`src/rtl/logic_gate_unit_pkg.sv`:
```
// Shared opcodes and the width-agnostic bitwise operation used by logic_gate_unit.
// Optional completed-transaction counter is enabled by LOGIC_GATE_UNIT_OPCNT_EN.
package logic_gate_pkg;

   localparam int MAX_W = 64;

   localparam logic [2:0] OP_AND   = 3'd0;
   localparam logic [2:0] OP_OR    = 3'd1;
   localparam logic [2:0] OP_XOR   = 3'd2;
   localparam logic [2:0] OP_NAND  = 3'd3;
   localparam logic [2:0] OP_NOR   = 3'd4;
   localparam logic [2:0] OP_XNOR  = 3'd5;
   localparam logic [2:0] OP_NOT_A = 3'd6;
   localparam logic [2:0] OP_PASS  = 3'd7;

   // Operates on a max-width vector; callers truncate to their own WIDTH.
   function automatic logic [MAX_W-1:0] lgu_compute(input logic [MAX_W-1:0] a,
                                                    input logic [MAX_W-1:0] b,
                                                    input logic [2:0]       op);
      logic [MAX_W-1:0] y;
      case (op)
         OP_AND:   y = a & b;
         OP_OR:    y = a | b;
         OP_XOR:   y = a ^ b;
         OP_NAND:  y = ~(a & b);
         OP_NOR:   y = ~(a | b);
         OP_XNOR:  y = ~(a ^ b);
         OP_NOT_A: y = ~a;
         default:  y = a;
      endcase
      return y;
   endfunction

endpackage

```
`src/rtl/logic_gate_unit_if.sv`:
```
// Producer/consumer handshake bundle for logic_gate_unit.
// op_count is only live when LOGIC_GATE_UNIT_OPCNT_EN is defined.
interface logic_gate_unit_if #(
   parameter int WIDTH = 8,
   parameter int CNT_W = 16
);
   logic             in_valid;
   logic             in_ready;
   logic [WIDTH-1:0] in_a;
   logic [WIDTH-1:0] in_b;
   logic [2:0]       in_op;
   logic             out_valid;
   logic             out_ready;
   logic [WIDTH-1:0] out_y;
   logic             out_zero;
   logic             out_ones;
   logic             out_parity;
   logic [CNT_W-1:0] op_count;

   modport slave (
      input  in_valid, in_a, in_b, in_op, out_ready,
      output in_ready, out_valid, out_y, out_zero, out_ones, out_parity, op_count
   );

   modport master (
      output in_valid, in_a, in_b, in_op, out_ready,
      input  in_ready, out_valid, out_y, out_zero, out_ones, out_parity, op_count
   );
endinterface

```
`src/rtl/logic_gate_unit_pipe_stage.sv`:
```
// Generic valid/ready register slice; data only loads on an actual transfer.
// Part of logic_gate_unit (optional counter macro LOGIC_GATE_UNIT_OPCNT_EN lives in the top).
module lgu_pipe_stage #(
   parameter int                DATA_W  = 8,
   parameter logic [DATA_W-1:0] RST_VAL = '0
) (
   input  logic              clk,
   input  logic              rst,
   input  logic              up_valid,
   output logic              up_ready,
   input  logic [DATA_W-1:0] up_data,
   output logic              dn_valid,
   input  logic              dn_ready,
   output logic [DATA_W-1:0] dn_data
);

   assign up_ready = !dn_valid || dn_ready;

   always_ff @(posedge clk or posedge rst) begin
      if (rst) begin
         dn_valid <= 1'b0;
         dn_data  <= RST_VAL;
      end else begin
         if (up_ready) dn_valid <= up_valid;
         if (up_valid && up_ready) dn_data <= up_data;
      end
   end

endmodule

```
`src/rtl/logic_gate_unit.sv`:
```
// Two-stage pipelined bitwise logic unit with registered zero/ones/parity flags.
// Define LOGIC_GATE_UNIT_OPCNT_EN to enable the wrapping output-transfer counter.
module logic_gate_unit
   import logic_gate_pkg::*;
#(
   parameter int WIDTH = 8,
   parameter int CNT_W = 16
) (
   input logic             sys_clk,
   input logic             sys_rst,
   logic_gate_unit_if.slave bus
);

   localparam int S1_W = 3 + 2*WIDTH;
   localparam int S2_W = WIDTH + 3;
   // S2 reset image: y = 0, zero = 1, ones = 0, parity = 0
   localparam logic [S2_W-1:0] S2_RST = S2_W'(3'b100);

   logic             in_ready;
   logic             s1_valid;
   logic [S1_W-1:0]  s1_data;
   logic             s2_in_ready;
   logic             s2_valid;
   logic [S2_W-1:0]  s2_data;
   logic [2:0]       s1_op;
   logic [WIDTH-1:0] s1_a;
   logic [WIDTH-1:0] s1_b;
   logic [WIDTH-1:0] y_next;
   logic [S2_W-1:0]  s2_next;

   lgu_pipe_stage #(.DATA_W(S1_W)) u_s1 (
      .clk      (sys_clk),
      .rst      (sys_rst),
      .up_valid (bus.in_valid),
      .up_ready (in_ready),
      .up_data  ({bus.in_op, bus.in_a, bus.in_b}),
      .dn_valid (s1_valid),
      .dn_ready (s2_in_ready),
      .dn_data  (s1_data)
   );

   assign s1_op = s1_data[S1_W-1 -: 3];
   assign s1_a  = s1_data[2*WIDTH-1 -: WIDTH];
   assign s1_b  = s1_data[WIDTH-1:0];

   always_comb begin
      y_next  = WIDTH'(lgu_compute(MAX_W'(s1_a), MAX_W'(s1_b), s1_op));
      s2_next = {y_next, ~|y_next, &y_next, ^y_next};
   end

   lgu_pipe_stage #(.DATA_W(S2_W), .RST_VAL(S2_RST)) u_s2 (
      .clk      (sys_clk),
      .rst      (sys_rst),
      .up_valid (s1_valid),
      .up_ready (s2_in_ready),
      .up_data  (s2_next),
      .dn_valid (s2_valid),
      .dn_ready (bus.out_ready),
      .dn_data  (s2_data)
   );

   assign bus.in_ready   = in_ready;
   assign bus.out_valid  = s2_valid;
   assign bus.out_y      = s2_data[S2_W-1 -: WIDTH];
   assign bus.out_zero   = s2_data[2];
   assign bus.out_ones   = s2_data[1];
   assign bus.out_parity = s2_data[0];

`ifdef LOGIC_GATE_UNIT_OPCNT_EN
   logic [CNT_W-1:0] cnt_q;

   always_ff @(posedge sys_clk or posedge sys_rst) begin
      if (sys_rst)                         cnt_q <= '0;
      else if (s2_valid && bus.out_ready)  cnt_q <= cnt_q + CNT_W'(1);
   end

   assign bus.op_count = cnt_q;
`else
   assign bus.op_count = '0;
`endif

endmodule

```
`src/flat_wrapper.sv`:
```
// flat-port wrapper written by rule: the top's interface ports become plain ports
module logic_gate_unit_flat import logic_gate_pkg::*;
#(
   parameter int WIDTH = 8,
   parameter int CNT_W = 16
)
  (sys_clk, sys_rst, bus_in_valid, bus_in_a, bus_in_b, bus_in_op, bus_out_ready, bus_in_ready, bus_out_valid, bus_out_y, bus_out_zero, bus_out_ones, bus_out_parity, bus_op_count);
  logic_gate_unit_if #(.WIDTH(WIDTH), .CNT_W(CNT_W)) bus_i ();
  input logic sys_clk;
  input logic sys_rst;
  input wire logic [$bits(bus_i.in_valid)-1:0] bus_in_valid;
  input wire logic [$bits(bus_i.in_a)-1:0] bus_in_a;
  input wire logic [$bits(bus_i.in_b)-1:0] bus_in_b;
  input wire logic [$bits(bus_i.in_op)-1:0] bus_in_op;
  input wire logic [$bits(bus_i.out_ready)-1:0] bus_out_ready;
  output wire logic [$bits(bus_i.in_ready)-1:0] bus_in_ready;
  output wire logic [$bits(bus_i.out_valid)-1:0] bus_out_valid;
  output wire logic [$bits(bus_i.out_y)-1:0] bus_out_y;
  output wire logic [$bits(bus_i.out_zero)-1:0] bus_out_zero;
  output wire logic [$bits(bus_i.out_ones)-1:0] bus_out_ones;
  output wire logic [$bits(bus_i.out_parity)-1:0] bus_out_parity;
  output wire logic [$bits(bus_i.op_count)-1:0] bus_op_count;
  assign bus_i.in_valid = bus_in_valid;
  assign bus_i.in_a = bus_in_a;
  assign bus_i.in_b = bus_in_b;
  assign bus_i.in_op = bus_in_op;
  assign bus_i.out_ready = bus_out_ready;
  assign bus_in_ready = bus_i.in_ready;
  assign bus_out_valid = bus_i.out_valid;
  assign bus_out_y = bus_i.out_y;
  assign bus_out_zero = bus_i.out_zero;
  assign bus_out_ones = bus_i.out_ones;
  assign bus_out_parity = bus_i.out_parity;
  assign bus_op_count = bus_i.op_count;
  logic_gate_unit #(.WIDTH(WIDTH), .CNT_W(CNT_W)) u_core (.sys_clk(sys_clk), .sys_rst(sys_rst), .bus(bus_i));
endmodule
```
`config.mk`:
```
export PLATFORM = sky130hd
export DESIGN_NAME = logic_gate_unit_flat
export DESIGN_NICKNAME = d
export VERILOG_FILES = /design/src/rtl/logic_gate_unit_pkg.sv /design/src/rtl/logic_gate_unit_if.sv /design/src/rtl/logic_gate_unit_pipe_stage.sv /design/src/rtl/logic_gate_unit.sv /design/src/flat_wrapper.sv
export SDC_FILE = /design/constraint.sdc
export NUM_CORES = 1
export LEC_CHECK = 0
export CORE_AREA = 4 4 57 97
export CTS_BUF_LIST = sky130_fd_sc_hd__clkbuf_4 sky130_fd_sc_hd__clkbuf_8
export DETAILED_ROUTE_END_ITERATION = 8
export DIE_AREA = 0 0 61 101
export PLACE_DENSITY = 0.8
export SKIP_CTS_REPAIR_TIMING = 1
export SKIP_LAST_GASP = 1
export SLEW_MARGIN = 20
export SYNTH_ARGS = -nofsm -noshare
export SYNTH_HDL_FRONTEND = slang
export SYNTH_SLANG_ARGS = --single-unit
export TNS_END_PERCENT = 20
```
`constraint.sdc`:
```
create_clock -name sys_clk -period 3.1 [get_ports sys_clk]
set_input_delay 0.465 -clock sys_clk [delete_from_list [all_inputs] [get_ports sys_clk]]
set_output_delay 0.465 -clock sys_clk [all_outputs]
set_load 0.005 [all_outputs]
```
# ---- Word-level counts from Yosys, hierarchy flattened
# Cells that the tools add are included.
dict set report word_totals {
  inputBits 23
  register_bits 32
  latch_bits 0
  mem_bits_rw 0
  output_inout_bits 29
  n_memories 0
  wordCells 29
  romBits 0
}
dict set report op_classes {
  shift 0
  n_mul 0
  n_lt_le_gt_ge 0
  n_reduce_logical 11
  n_mux 1
  addsub 0
  bitwise_logic 7
  n_div 0
  eq_ne 6
}
# cell n
set op_table {}
lappend op_table {{case mux 8 bit (7 select lines)} 1}
lappend op_table {{NOT 8 bit} 4}
lappend op_table {{== test 3 bit (second input constant)} 3}
lappend op_table {{AND 8 bit} 1}
lappend op_table {{OR 8 bit} 1}
lappend op_table {{AND reduction 8 bit} 1}
lappend op_table {{OR reduction 8 bit} 1}
lappend op_table {{parity 8 bit} 1}
lappend op_table {{XOR 8 bit} 1}
lappend op_table {{== test 3 x 2 -> 1 bit (second input constant)} 2}
lappend op_table {{== test 3 x 1 -> 1 bit (second input constant)} 1}
lappend op_table {{zero test 1 bit} 3}
lappend op_table {{zero test 3 bit} 1}
lappend op_table {{logical AND 1 bit} 2}
lappend op_table {{logical OR 1 bit} 2}

# ---- Logic depth before layout (Yosys ltp)
dict set report logic_depth {
  word_depth 5
  ltp_mapped 14
  ltp_nobuf 14
}

# ---- Cells and area by module
# Synthesis repeated with hierarchy kept, for this count alone.
dict set report hier_totals {
  hier_cells 246
  area_unflattened_um2 2544.9
}
# mod cells_per_inst seq_area_each_um2 instances area_each_um2
set modules_own_cells {}
lappend modules_own_cells {logic_gate_unit 174 0.0 1 1227.4}
lappend modules_own_cells {{lgu_pipe_stage at u_core.u_s1} 44 500.5 1 798.3}
lappend modules_own_cells {{lgu_pipe_stage at u_core.u_s2} 28 301.5 1 519.2}

# ---- Worst setup path after synthesis
# OpenSTA, ideal clock, no wires.
dict set report synth_timing {
  kind {reg2reg}
  from {register u_core.u_s1.dn_data[13]}
  to {register u_core.u_s2.dn_data[0]}
  path_slack_ns 0.724
  path_buffers 0
  path_stages_with_launch 12
  arrival_time_ns 2.250
  required_time_ns 2.973
  setup_ns 0.127
  synth_period_minus_slack_ns 2.376
  path_cell_list {dfrtp_1 inv_1 ha_1 mux2_4 a221oi_2 a21boi_2 ha_1 xnor2_1 xnor2_1 a21o_1 a21boi_1 nand3b_1}
}
dict set report synth_between {
  elab_chain_cells 4
  word_cells_on_any_way 9
  classes_between {mux: 1; bitwise: 7; reduce/logical: 1}
}
# element line
set synth_lines {}
lappend synth_lines {{start: declaration} logic_gate_unit_pipe_stage.sv:14} ;# output logic [DATA_W-1:0] dn_data
lappend synth_lines {{start signal: assignment} logic_gate_unit_pipe_stage.sv:25} ;# if (up_valid && up_ready) dn_data <= up_data;
lappend synth_lines {{XOR 8 bit (tied with other cells)} {logic_gate_unit_pkg.sv:24, logic_gate_unit_pkg.sv:27}}
lappend synth_lines {{NOT 8 bit, on equally long branches} {logic_gate_unit_pkg.sv:27, logic_gate_unit_pkg.sv:25, logic_gate_unit_pkg.sv:26}}
lappend synth_lines {{case mux 8 bit (7 select lines) (*)} logic_gate_unit_pkg.sv:21} ;# case (op)
lappend synth_lines {{parity 8 bit (*)} logic_gate_unit.sv:48} ;# s2_next = {y_next, ~|y_next, &y_next, ^y_next};
lappend synth_lines {{end signal: assignment} logic_gate_unit_pipe_stage.sv:25}
lappend synth_lines {{end: declaration} logic_gate_unit_pipe_stage.sv:14}
# Every way passes the cells marked *; elsewhere a longest branch is shown, timed or not.
# A chain may end at the register's enable or synchronous reset.

# ---- Worst setup path after layout
dict set report layout_timing {
  from {register u_core.u_s1.dn_data[18]}
  to {register u_core.u_s2.dn_data[0]}
}
dict set report layout_between {
  elab_chain_cells 3
  word_cells_on_any_way 9
  classes_between {eq/ne: 6; mux: 1; reduce/logical: 2}
}
# element line
set layout_lines {}
lappend layout_lines {{== test 3 bit (tied with other cells)} logic_gate_unit_pkg.sv:21}
lappend layout_lines {{case mux 8 bit (7 select lines) (*)} logic_gate_unit_pkg.sv:21}
lappend layout_lines {{via u_core.s2_next[5]} logic_gate_unit.sv:29} ;# logic [S2_W-1:0] s2_next;
lappend layout_lines {{parity 8 bit (*)} logic_gate_unit.sv:48}
# Mark *: on every way through the listed nets, which the timed path passes. The rest lies on a longest branch.

==> impl_metrics.json <==
{
  "status": "completed",
  "portBuffers": 35,
  "end_kind": "flip-flop",
  "syn_inst": 250,
  "grt_max_degree": 36,
  "ys_types": 47,
  "ant_nets": 0,
  "cts_sinks": 32,
  "drv_cap": 0,
  "drcViolationCount": 0,
  "nets": 328,
  "final_core_utilization_pct": 59.6,
  "cp_max_fo": 23,
  "clock_path_buffers": 2,
  "setup-tns-final_ns": 0,
  "grt_pass1_vias": 1740,
  "start_kind": "flip-flop",
  "num-fill-cells": 438,
  "dieArea_um2": 6160,
  "leakage_nw": 1.31,
  "avgSynthCellArea_um2": 9.67,
  "multiInputGateArea_um2": 1350,
  "antenna_found_initial": 0,
  "synth.cell_area_um2": 2420,
  "core_area_um2": 4710,
  "skew_ns": 0.00509,
  "drt_pass1_iterations": 4,
  "dr_total_vias": 1794,
  "cts_tree": "built",
  "grt_pass1_wl_um": 7560,
  "drv_slew": 0,
  "ys.flop_type": "dfrtp_1",
  "die_w_um": 61,
  "dp_hpwl_um": 3550,
  "min_path_type": "flip-flop to flip-flop",
  "arrival_ns": 2.99,
  "fin_crit_ns": 2.77,
  "gp_congestion": 0.926,
  "io_pins": 52,
  "track_usage_pct": 16.1,
  "die_h_um": 101,
  "ys_warn_count": 0,
  "critPathRequiredTime_ns": 3.33,
  "ff2ff_path_depth": 12,
  "cts-root-buf": "clkbuf_8",
  "via_per_inst": 5.32,
  "ir_drop_v": 0.000401,
  "yosysMostFrequentCell": "dfrtp_1",
  "setup_viol": 0,
  "row_count": 33,
  "insertion_delay_ns": 0.29,
  "drive_gt1_share_pct": 15.8,
  "rrSetupSlack_ns": 0.33,
  "ys_seq_area_share_pct": 33.2,
  "slew_headroom_pct": 50.6,
  "wl_per_cell_um": 13.3,
  "clk_pin_slew_ns": 0.07,
  "ys_top_cells_by_count": "31 x dfrtp_1, 28 x inv_1, 25 x mux2_2",
  "timing.rr.end": "u_core.u_s2.dn_data[0]$_DFFE_PP0P_",
  "critical_path_class": "flip-flop to flip-flop",
  "ys_async_sr_fraction_pct": 100,
  "grt_overflow_total": 0,
  "rsz0062_at_grt": "false",
  "antennaDiodeCount": 0,
  "r2r_start": "u_core.u_s1.dn_data[18]$_DFFE_PP0P_",
  "timing.fmax_mhz": 362,
  "drt-total-wl_um": 4490,
  "min_from": "u_core.u_s2.dn_data[10]$_DFFE_PP0P_",
  "yosys.area.top_type": "dfrtp_1",
  "hold_depth": 2,
  "yosysTopAreaCellShare_pct": 32.1,
  "finalHoldViolCount": 0,
  "numCtsBuffers": 5,
  "yosys_register_bits": 32,
  "regArea_um2": 802,
  "power.density_nw_per_um2": 605,
  "synth-edff-count": 0,
  "synthTopCellsByArea": "dfrtp_1 32%, mux2_2 12%, ha_1 11%",
  "initial_utilization_pct": 51.4,
  "whs_endpoint": "u_core.u_s2.dn_data[10]$_DFFE_PP0P_",
  "drt_iter0_markers": 47,
  "min_period_over_period_pct": 89.2,
  "htreeDepth": 2,
  "area_growth_syn_to_layout_pct": 16.1,
  "worst_pin_slew_ns": 0.741
}
-- routing by layer --
layer	part of all wire, %	global-route usage [%]
met5	0	0
met4	3.6	8.85
met3	5.0	3.33
met2	55	28.6
met1	36	16.9
-- sequential cells by signal, summed over array words and instances (netlist names) --
signal                count
u_core.u_s2.dn_data      11
u_core.u_s1.dn_data      19
u_core.u_s2.dn_valid      1
u_core.u_s1.dn_valid      1
-- area by class of cell --
class	instances	area share (%)
multi-input combinational	177	48.1
sequential	32	28.6
timing repair buffer	40	13.8
inverter	28	3.74
clock buffer	8	3.48
tap	52	2.32
-- per-stage QoR --
stage / hold WS, ns / setup slack [ns] / cells / instance area (um^2) / power [W]
global route: 0.506 / 0.101 / 337 / 2810 / 0.00183
detailed placement: 0.469 / 0.367 / 329 / 2710 / 0.00136
global placement: 0.462 / 0.454 / 329 / 2710 / 0.00134
finish: 0.476 / 0.335 / 337 / 2810 / 0.00170
floorplan: 0.457 / 0.724 / 265 / 2470 / 0.00115
CTS: 0.483 / 0.353 / 337 / 2810 / 0.00172
-- cell families after synthesis --
group | share of synthesized area, %
other | 0.155
xor gates and xnor gates | 2.17
and+or+nand+nor | 12.5
DFF | 33.2
buffers and inverters | 13.3
muxes | 14.9
AOI/OAI and AO/OA | 13.0
adders and majority gates | 10.9
-- worst max-delay path: stages (launching register included) --
cell and delay [ns]:
dfrtp_1 0.82, inv_1 0.18, nor2_1 0.22, a22oi_1 0.12, nor2_1 0.10, o22a_1 0.19, inv_1 0.05, ha_1 0.29
xnor2_1 0.18, xnor2_1 0.16, nand3_1 0.12, a21boi_1 0.16, nand3b_1 0.11
-- where the power goes --
group	internal (W)	switching, W	total, W	leakage, nW
clock network	0.000198	0.000151	0.000350	0.0523
registers	0.000508	0.0000772	0.000585	0.375
logic	0.000417	0.000346	0.000763	0.882
-- cells in the final DEF (no fill, tap or decap), types with 6 or more instances in the layout --
master | Yosys | layout
clkdlybuf4s50_1 | 0 | 35
dfrtp_1 | 31 | 31
inv_1 | 28 | 28
mux2_2 | 25 | 25
ha_1 | 21 | 21
nor2_1 | 16 | 16
conb_1 | 1 | 16
nand2_1 | 12 | 12
nand2b_1 | 10 | 10
a21oi_1 | 10 | 10
o21ai_0 | 7 | 7
nor2b_1 | 6 | 6
clkbuf_8 | 0 | 6
-- worst max-delay path by stage --
stage	from	endpoint	slack, ns	cells past startpoint
3_3_place_gp	u_core.u_s1.dn_data[18]$_DFFE_PP0P_	u_core.u_s2.dn_data[0]$_DFFE_PP0P_	0.45	12
4_1_cts	u_core.u_s1.dn_data[18]$_DFFE_PP0P_	u_core.u_s2.dn_data[0]$_DFFE_PP0P_	0.35	12
5_1_grt	u_core.u_s1.dn_data[18]$_DFFE_PP0P_	u_core.u_s2.dn_data[0]$_DFFE_PP0P_	0.10	12
3_5_place_dp	u_core.u_s1.dn_data[18]$_DFFE_PP0P_	u_core.u_s2.dn_data[0]$_DFFE_PP0P_	0.37	12
2_1_floorplan	u_core.u_s1.dn_data[13]$_DFFE_PP0P_	u_core.u_s2.dn_data[0]$_DFFE_PP0P_	0.72	11
6_report	u_core.u_s1.dn_data[18]$_DFFE_PP0P_	u_core.u_s2.dn_data[0]$_DFFE_PP0P_	0.33	12
(Power assumes the default switching activity.)
==> patch (same flow settings) <==
`WIDTH` is set to 8 in 3 places; all go to 12.
--- a/src/rtl/logic_gate_unit_if.sv
+++ b/src/rtl/logic_gate_unit_if.sv
@@ -1,7 +1,7 @@
 // Producer/consumer handshake bundle for logic_gate_unit.
 // op_count is only live when LOGIC_GATE_UNIT_OPCNT_EN is defined.
 interface logic_gate_unit_if #(
-   parameter int WIDTH = 8,
+   parameter int WIDTH = 12,
    parameter int CNT_W = 16
 );
    logic             in_valid;
--- a/src/rtl/logic_gate_unit.sv
+++ b/src/rtl/logic_gate_unit.sv
@@ -3,7 +3,7 @@
 module logic_gate_unit
    import logic_gate_pkg::*;
 #(
-   parameter int WIDTH = 8,
+   parameter int WIDTH = 12,
    parameter int CNT_W = 16
 ) (
    input logic             sys_clk,
--- a/src/flat_wrapper.sv
+++ b/src/flat_wrapper.sv
@@ -1,7 +1,7 @@
 // flat-port wrapper written by rule: the top's interface ports become plain ports
 module logic_gate_unit_flat import logic_gate_pkg::*;
 #(
-   parameter int WIDTH = 8,
+   parameter int WIDTH = 12,
    parameter int CNT_W = 16
 )
   (sys_clk, sys_rst, bus_in_valid, bus_in_a, bus_in_b, bus_in_op, bus_out_ready, bus_in_ready, bus_out_valid, bus_out_y, bus_out_zero, bus_out_ones, bus_out_parity, bus_op_count);
Interface: changed (resized bus_in_a, bus_in_b and bus_out_y); port bits go from 52 to 64. No check against the original RTL was run, so the function may have changed too.
==> patch against the unedited design <==
  * Synthesized cell count is 32% higher
  * Sequential cell count is 12 higher
  * Synthesized area is 36% higher
  * Setup slack better by 0.15 ns
  * First-iteration DRC count is 98% higher
  * Fmax is 5.7% higher
  * Global-route usage is 5.9 points higher
  * Design area is 35% higher
  * Routed wire length is 37% higher
  * Sequential power is 41% higher
  * Total power is 39% higher
  * Clock skew hardly changed
==> patch: results (changes against the unedited design) <==
status=finished, final reports clean; depth of the most critical reg-to-reg path=9 (-3); Root Buffer=clkbuf_8; Port Buffers=47 (+34%); vias in the first global route=2295 (+32%); Final #Nets=438 (+34%); Via density=5.56 (+4.5%); CP max FO=19 (-17%); layout cells sized above 1=17.1% (+1.3 points); Synth top cells by count=dfrtp_1, mux2_2, inv_1; GP Congestion=0.805 (-13%); DR vias=2370 (+32%); Leakage Power=1.75 nW (+33%); Yosys cell types=44 (-6.4%); dpl hpwl=4900 um (+38%); met1 usage=27.2% (+10 points); Fin Setup TNS=0 ns (unchanged); drt pass-1 iters=4 (unchanged); Relative slew margins=49.6% (-1.0 points); hold path depth=2 (unchanged); top-area cell type share of the netlist area=32.8% (+0.70 points); fraction of registers with async set or reset after synthesis=100% (unchanged); dpl cells=418 (+27%); routing usage on met3=3.21% (-0.13 points); CTS H-tree lvls=2 (unchanged); skew final=0.00556 ns (+0.000472 ns); yosys warns=0 (unchanged); pin count of the biggest net entering global routing=24 (-33%); met2 Use GR=39.2% (+11 points); WL met3=270 um (+21%); first-pass GRT wire length=10500 um (+39%); flop-to-flop setup slack=0.48 ns (+0.15 ns); n_diodes=0 (unchanged); Routed Antenna Nets=0 (unchanged); Met1 Wirelength=2410 um (+48%); clk_lat worst skew=0.29 ns (about the same); final wirelength=6160 um (+37%); Hold Startpoint=u_core.u_s2.dn_data[9]$_DFFE_PP0P_; top cells by area, synth=dfrtp_1, ha_1, mux2_2; metal2 WL=3390 um (+37%); Hold WC Path Type=flop to flop; Hold Path End=u_core.u_s2.dn_data[9]$_DFFE_PP0P_; Critical Path AT=2.76 ns (-0.23 ns); Overall Global Routing Usage=22.0% (+5.9 points); clock buffer depth=2 (unchanged); initial antenna violation count=0 (unchanged); max incr delay on CP=0.65 ns (-0.17 ns); slowest cell on the critical path=dfrtp_1; worst r2r src=u_core.u_s1.dn_data[24]$_DFFE_PP0P_; Top Registers=u_core.u_s1.dn_data (27), u_core.u_s2.dn_data (15); sequential area share after synthesis=33.6% (+0.41 points); Max VDD drop=0.509 mV (+27%); Synth Instances=329 (+32%); initial DRC count=93 (+98%)
patch: cell count changes in the layout (fill, tap and decap cells not counted), sizes merged, moves of 4 or more:
cell           delta
buf               +4
clkdlybuf4s50    +12
dfrtp            +12
ha               +13
inv               +8
mux2             +12
nand2             +9
o211ai            +4
o21ai             +6
xnor2             +5
patch: how the worst max path moves through the flow:
stage,startpoint,endpoint,depth (start not counted)
after floorplan,u_core.u_s1.dn_data[17]$_DFFE_PP0P_,u_core.u_s2.dn_data[0]$_DFFE_PP0P_,10
after global placement,u_core.u_s1.dn_data[24]$_DFFE_PP0P_,u_core.u_s2.dn_data[0]$_DFFE_PP0P_,11
after detailed placement,u_core.u_s1.dn_data[24]$_DFFE_PP0P_,u_core.u_s2.dn_data[0]$_DFFE_PP0P_,11
after CTS,u_core.u_s1.dn_data[24]$_DFFE_PP0P_,u_core.u_s2.dn_data[0]$_DFFE_PP0P_,9
after global routing,u_core.u_s1.dn_data[24]$_DFFE_PP0P_,u_core.u_s2.dn_data[0]$_DFFE_PP0P_,11
final,u_core.u_s1.dn_data[24]$_DFFE_PP0P_,u_core.u_s2.dn_data[0]$_DFFE_PP0P_,9
patch: final cells by class:
type / instances / area (um2)
clock buffers: 8 / 97.6
fillers: 323 / 912
inverters: 37 / 139
multi-input cells: 229 / 1850
flip-flops and latches: 44 / 1100
well taps: 52 / 65.1
repair buffers: 56 / 538
patch: worst register-to-register path: stages (launching register included):
cell and delay [ns]:
dfrtp_1 0.65, buf_4 0.33, xnor2_1 0.10, mux4_2 0.52
inv_1 0.08, ha_1 0.23, xnor2_1 0.18, xnor2_1 0.16
xnor2_1 0.13, o21ai_0 0.09
patch: through the flow:
step                      total power [mW]  utilization, %  instance area, um2  setup slack, ns  hold slack, ns
after CTS                             2.38            80.6                3790            0.475           0.497
after detailed placement              1.98            78.5                3700            0.492           0.478
final                                 2.36            80.6                3790            0.483           0.491
after floorplan                       1.64               -                3340            0.846           0.457
after global placement                1.94            78.5                3700            0.588           0.465
after global routing                  2.55            80.6                3790            0.207           0.515
patch: cell families (layout without fill, tap and decap cells):
group / after synthesis / count (layout) / synth area share [%]
compound gates: 59 / 59 / 12.0
xor+xnor: 13 / 13 / 3.47
fa+ha+maj: 34 / 34 / 13.0
buf+inv: 71 / 101 / 11.7
mux: 48 / 48 / 17.6
flops: 44 / 44 / 33.6
simple gates: 59 / 59 / 8.58
other cells: 1 / 16 / 0.114
patch: where the power goes:
| group | internal [mW] | switching [mW] | leakage [nW] |
|---|---|---|---|
| registers | 0.709 | 0.114 | 0.513 |
| clock network | 0.200 | 0.191 | 0.0523 |
| logic | 0.639 | 0.503 | 1.18 |
| total | 1.55 | 0.808 | 1.75 |
